`config.mk`:
```
export PLATFORM = sky130hd
export DESIGN_NAME = apb_master_bridge
export DESIGN_NICKNAME = d
export VERILOG_FILES = /design/src/rtl/apb_master_bridge.sv
export SDC_FILE = /design/constraint.sdc
export NUM_CORES = 1
export LEC_CHECK = 0
export BUFFER_PORTS_ARGS = -buffer_cell sky130_fd_sc_hd__buf_2
export CORE_MARGIN = 2
export CORE_UTILIZATION = 25
export CTS_CLUSTER_DIAMETER = 120
export DETAILED_ROUTE_END_ITERATION = 10
export PLACE_DENSITY_LB_ADDON = 0.1
export SLEW_MARGIN = 20
export SYNTH_ARGS = -nofsm -noshare
export SYNTH_HDL_FRONTEND = slang
export SYNTH_SLANG_ARGS = --single-unit
```
`constraint.sdc`:
```
create_clock -name clk -period 1.8 [get_ports clk]
set_input_delay 0.36 -clock clk [delete_from_list [all_inputs] [get_ports clk]]
set_output_delay 0.36 -clock clk [all_outputs]
set_load 0.02 [all_outputs]
```
`src/rtl/apb_master_bridge.sv`:
```
// Single-beat valid/ready command to APB requester with bounded wait-state timeout.
// Responses are returned on a valid/ready port; every output is a flop.
module apb_master_bridge #(
  parameter int unsigned ADDR_WIDTH     = 2,
  parameter int unsigned DATA_WIDTH     = 8,
  parameter int unsigned TIMEOUT_CYCLES = 15
) (
  input  logic                  clk,
  input  logic                  reset,
  input  logic                  cmd_valid,
  output logic                  cmd_ready,
  input  logic                  cmd_write,
  input  logic [ADDR_WIDTH-1:0] cmd_addr,
  input  logic [DATA_WIDTH-1:0] cmd_wdata,
  output logic                  rsp_valid,
  input  logic                  rsp_ready,
  output logic [DATA_WIDTH-1:0] rsp_rdata,
  output logic                  rsp_err,
  output logic                  rsp_timeout,
  output logic                  psel,
  output logic                  penable,
  output logic                  pwrite,
  output logic [ADDR_WIDTH-1:0] paddr,
  output logic [DATA_WIDTH-1:0] pwdata,
  input  logic [DATA_WIDTH-1:0] prdata,
  input  logic                  pready,
  input  logic                  pslverr
);

  localparam int unsigned CNT_W = (TIMEOUT_CYCLES == 0) ? 1 : $clog2(TIMEOUT_CYCLES + 1);
  localparam logic [CNT_W-1:0] CNT_MAX = '1;
  localparam logic [CNT_W-1:0] CNT_TO  = CNT_W'(TIMEOUT_CYCLES);
  localparam bit TO_EN = (TIMEOUT_CYCLES != 0);

  typedef enum logic [1:0] {
    ST_IDLE   = 2'd0,
    ST_SETUP  = 2'd1,
    ST_ACCESS = 2'd2,
    ST_RESP   = 2'd3
  } state_e;

  state_e                state_q, state_d;
  logic [CNT_W-1:0]      cnt_q, cnt_d;
  logic                  cmd_ready_q, cmd_ready_d;
  logic                  rsp_valid_q, rsp_valid_d;
  logic [DATA_WIDTH-1:0] rsp_rdata_q, rsp_rdata_d;
  logic                  rsp_err_q, rsp_err_d;
  logic                  rsp_timeout_q, rsp_timeout_d;
  logic                  psel_q, psel_d;
  logic                  penable_q, penable_d;
  logic                  pwrite_q, pwrite_d;
  logic [ADDR_WIDTH-1:0] paddr_q, paddr_d;
  logic [DATA_WIDTH-1:0] pwdata_q, pwdata_d;

  // Next-state and next-output logic; every flop holds unless a state overrides it.
  always_comb begin
    state_d       = state_q;
    cnt_d         = cnt_q;
    cmd_ready_d   = cmd_ready_q;
    rsp_valid_d   = rsp_valid_q;
    rsp_rdata_d   = rsp_rdata_q;
    rsp_err_d     = rsp_err_q;
    rsp_timeout_d = rsp_timeout_q;
    psel_d        = psel_q;
    penable_d     = penable_q;
    pwrite_d      = pwrite_q;
    paddr_d       = paddr_q;
    pwdata_d      = pwdata_q;

    case (state_q)
      ST_IDLE: begin
        cmd_ready_d = 1'b1;
        psel_d      = 1'b0;
        penable_d   = 1'b0;
        if (cmd_valid && cmd_ready_q) begin
          pwrite_d    = cmd_write;
          paddr_d     = cmd_addr;
          pwdata_d    = cmd_wdata;
          cmd_ready_d = 1'b0;
          psel_d      = 1'b1;
          cnt_d       = '0;
          state_d     = ST_SETUP;
        end
      end

      ST_SETUP: begin
        penable_d = 1'b1;
        state_d   = ST_ACCESS;
      end

      ST_ACCESS: begin
        // A ready slave in the timeout cycle still completes normally.
        if (pready) begin
          rsp_rdata_d   = pwrite_q ? '0 : prdata;
          rsp_err_d     = pslverr;
          rsp_timeout_d = 1'b0;
          psel_d        = 1'b0;
          penable_d     = 1'b0;
          rsp_valid_d   = 1'b1;
          state_d       = ST_RESP;
        end else if (TO_EN && (cnt_q == CNT_TO)) begin
          rsp_rdata_d   = '0;
          rsp_err_d     = 1'b1;
          rsp_timeout_d = 1'b1;
          psel_d        = 1'b0;
          penable_d     = 1'b0;
          rsp_valid_d   = 1'b1;
          state_d       = ST_RESP;
        end else if (cnt_q != CNT_MAX) begin
          cnt_d = cnt_q + CNT_W'(1);
        end
      end

      ST_RESP: begin
        if (rsp_valid_q && rsp_ready) begin
          rsp_valid_d = 1'b0;
          cmd_ready_d = 1'b1;
          state_d     = ST_IDLE;
        end
      end

      default: begin
        state_d = ST_IDLE;
      end
    endcase
  end

  always_ff @(posedge clk or negedge reset) begin
    if (!reset) begin
      state_q       <= ST_IDLE;
      cnt_q         <= '0;
      cmd_ready_q   <= 1'b0;
      rsp_valid_q   <= 1'b0;
      rsp_rdata_q   <= '0;
      rsp_err_q     <= 1'b0;
      rsp_timeout_q <= 1'b0;
      psel_q        <= 1'b0;
      penable_q     <= 1'b0;
      pwrite_q      <= 1'b0;
      paddr_q       <= '0;
      pwdata_q      <= '0;
    end else begin
      state_q       <= state_d;
      cnt_q         <= cnt_d;
      cmd_ready_q   <= cmd_ready_d;
      rsp_valid_q   <= rsp_valid_d;
      rsp_rdata_q   <= rsp_rdata_d;
      rsp_err_q     <= rsp_err_d;
      rsp_timeout_q <= rsp_timeout_d;
      psel_q        <= psel_d;
      penable_q     <= penable_d;
      pwrite_q      <= pwrite_d;
      paddr_q       <= paddr_d;
      pwdata_q      <= pwdata_d;
    end
  end

  assign cmd_ready   = cmd_ready_q;
  assign rsp_valid   = rsp_valid_q;
  assign rsp_rdata   = rsp_rdata_q;
  assign rsp_err     = rsp_err_q;
  assign rsp_timeout = rsp_timeout_q;
  assign psel        = psel_q;
  assign penable     = penable_q;
  assign pwrite      = pwrite_q;
  assign paddr       = paddr_q;
  assign pwdata      = pwdata_q;

endmodule
```
==> run_results.csv <==
group,metric,value,unit
power_and_ir_drop,ir_drop,0.590,mV
clock_network,cts_root_buf,"clkbuf_8",
critical_path,crit_type,"reg2reg",
synthesis,yosys.area.top_type,"dfrtp_1",
clock_network,cts.sinks,31,
cells_and_area,syn_to_final_growth,30.8,%
grt,antenna_found_initial,0,
die,design.core.area,0.00557,mm^2
grt,grt_pass1_wl,5.71,mm
synthesis,yosysSeqAreaShare,52.9,%
critical_path,cp-end-kind,"flop",
synthesis,synth_nets,154,
placed_design,place_congestion,0.757,
synthesis,synth_top_family_by_area,"compound AO/OA/AOI/OAI gates",
synthesis,ys_ff_latch,31,
critical_path,arrival,1.85,ns
power_and_ir_drop,comb_power_share,48.8,%
sta,hold_viol,0,
power_and_ir_drop,p_clk_share,15.0,%
placed_design,dp_hpwl,2.53,mm
power_and_ir_drop,p_switching,1.37,mW
clock_network,numCtsBuffers,5,
critical_path,startpoint_type,"flop",
grt,grt.met1_usage,13.8,%
cells_and_area,fillCellCount,578,
placed_design,io_buffer_count,49,
critical_path,r2r-end,"cnt_q[2]",
sta,slew_violations,0,
routing,vias_per_cell,4.53,
synthesis,muxShareOfSynthArea,11.7,%
clock_network,cts_setup_buffers,0,
sta,fin_crit,1.69,ns
die,initial_core_util,26.3,%
power_and_ir_drop,pwr-share-seq,36.2,%
grt,use_met2,19.8,%
sta,rsz0062_at_grt,"true",
critical_path,ff2ff_setup_slack,0.11,ns
clock_network,clk_path_buf_depth,2,
synthesis,netlist_instances,122,
die,io_pins,50,
clock_network,cts_tree,"built",
placed_design,dp.cells,244,
routing,vias,1142,
die,fp.dieH,80.6,um
routing,drtIter0Drc,46,
routing,routedWlPerCell,13.1,um
outcome,status,"finished, final reports clean",
min_path,hold_class,"in2async",
clock_network,cts.htree.levels,2,
sta,finalSetupViolCount,0,
synthesis,avgSynthCellArea,12.0,um^2
synthesis,synth_edf_count,0,
die,dieArea,0.00650,mm^2
die,die_width,80.6,um
routing,firstDrtPassIters,4,
sta,timing.fmax,592,MHz
power_and_ir_drop,power_leakage,0.943,nW
critical_path,r2r_cells,6,
sta,fin_setup_tns,0,ns
synthesis,synth_fa_ha_area_share,5.97,%
grt,grt_max_degree,32,
synthesis,yosysWarnings,0,
grt,grt_use_met3,4.27,%
routing,drc_errors,0,
synthesis,synthArstFlopShare,100,%
critical_path,r2r_start,"state_q[1]",
power_and_ir_drop,internal-power,2.04,mW
cells_and_area,diodes,0,
grt,first_global_vias,1229,
cells_and_area,final_core_util,34.4,%
clock_network,worst_setup_hold_path_clk_slew,0.06,ns
clock_network,clk_latency,0.28,ns
placed_design,placed_area,0.00183,mm^2
synthesis,synth-xor-area-share,0,%
cells_and_area,num-nets-final,211,
synthesis,synth_area_leaders,"dfrtp_1 53%, mux2_2 8.4%, ha_1 6.0%",
die,row_count,27,
synthesis,synth-simple-area-share,10.4,%
sta,relSlewSlack,54.0,%
critical_path,crit_fanout,8,
power_and_ir_drop,power_density,1780,mW/mm^2
grt,busiest_layer,"met2",
synthesis,syn_area,0.00147,mm^2
routing,ant_nets,0,
sta,finalCritPeriodShare,93.9,%
power_and_ir_drop,p_sw_share,40.2,%
grt,grt_usage,11.9,%
run,max-cap-violations,0,
critical_path,cp.required,1.96,ns
synthesis,synth.distinct_cells,37,
cells_and_area,drive_above_1_share,45.0,%
sta,skew,0.00493,ns
synthesis,synthFlopType,"dfrtp_1",
synthesis,synth_top_cell_area_share,52.9,%
cells_and_area,final_cell_count_no_fill,252,
routing,routed_wl,3.30,mm
sta,worstMarginPinSlew,0.690,ns
synthesis,synth-compound-area-share,16.9,%
cells_and_area,fin_area,0.00192,mm^2
grt,grt_overflow,0,
[power by group through the flow]
stage | registers (mW) | logic, mW | clock network [mW]
final | 1.24 | 1.67 | 0.512
after global routing | 1.30 | 1.86 | 0.585
after CTS | 1.24 | 1.70 | 0.536
after detailed placement | 1.25 | 1.70 | 0
after global placement | 1.23 | 1.67 | 0
after floorplan | 1.55 | 0.807 | 0
[cells in the mapped netlist, types with 2 or more instances]
master and instances:
o21ai_1 6, ha_1 7, mux2_2 11, a21bo_2 2
buf_2 2, a22o_1 6, nor2_1 8, a21oi_1 5
nand2_1 13, nand3_1 2, dfrtp_1 31, mux2_1 2
inv_1 3
[final cells by class]
| type | instances | area (um^2) | share of cell area, % |
|---|---|---|---|
| Timing Repair Buffer | 54 | 295 | 15.4 |
| Multi-Input combinational cell | 84 | 666 | 34.7 |
| Clock buffer | 7 | 76.3 | 3.98 |
| Tap cell | 72 | 90.1 | 4.69 |
| Inverter | 3 | 11.3 | 0.587 |
| Clock inverter | 1 | 5.00 | 0.261 |
| Sequential cell | 31 | 776 | 40.4 |
[how the worst max path moves through the flow]
| stage | start | endpoint | slack [ns] | depth (start not counted) |
|---|---|---|---|---|
| CTS | state_q[1] | cnt_q[2] | 0.05 | 6 |
| global route | state_q[1] | cnt_q[2] | -0.03 | 6 |
| finish | state_q[1] | cnt_q[2] | 0.11 | 6 |
| global placement | state_q[1] | cnt_q[2] | 0.11 | 6 |
| floorplan | state_q[0] | cnt_q[2] | 0.16 | 7 |
| detailed placement | state_q[1] | cnt_q[2] | 0.009 | 6 |
[kinds of logic after synthesis]
logic type / after synthesis
AOI/OAI and AO/OA: 31
adders and majority gates: 7
buffers and inverters: 7
DFF: 31
muxes: 15
and+or+nand+nor: 31
[per-stage QoR]
stage / setup WS [ns] / hold WS, ns / power (mW)
detailed placement: 0.00891 / 0.459 / 2.95
floorplan: 0.164 / 0.0644 / 2.36
finish: 0.110 / 0.123 / 3.42
global route: -0.0321 / 0.176 / 3.74
global placement: 0.113 / 0.448 / 2.90
CTS: 0.0508 / 0.147 / 3.48
[critical path, stage by stage (launching register included)]
cell and delay, ns:
dfrtp_1 0.42, inv_1 0.13, ha_2 0.25, a21boi_2 0.22, nor2_1 0.06, mux2_4 0.27, a22o_1 0.22
[sequential cells by signal (all words and copies together), names as in the netlist, 2 cells and up]
name / cells
cnt_q: 4
paddr: 2
pwdata: 8
rsp_rdata: 8
state_q: 2
[per-layer routing]
| metal | part of all wire [%] | vias to the layer above |
|---|---|---|
| met5 | 0 | - |
| met4 | 1.2 | 0 |
| met3 | 6.8 | 5 |
| met2 | 52 | 34 |
| met1 | 40 | 552 |
| li1 | - | 551 |
[layout by cell type, fill, tap and decap left out, types with 2 or more instances in the layout]
| cell | synthesis | routed |
|---|---|---|
| clkbuf_1 | 1 | 2 |
| nor2_1 | 8 | 8 |
| clkbuf_8 | 0 | 5 |
| nand2_1 | 13 | 13 |
| a22o_1 | 6 | 6 |
| inv_1 | 3 | 3 |
| buf_4 | 1 | 4 |
| o21ai_1 | 6 | 6 |
| nand3_1 | 2 | 2 |
| mux2_2 | 11 | 11 |
| ha_1 | 7 | 6 |
| a21bo_2 | 2 | 2 |
| mux2_1 | 2 | 2 |
| dfrtp_1 | 31 | 31 |
| buf_2 | 2 | 49 |
| a21oi_1 | 5 | 5 |
[what timing repair did]
item	4_1_cts	5_1_grt
resized for setup	1	1
hold buffers	0	0
setup endpoints to repair	1	3
(Power assumes the default switching activity.)
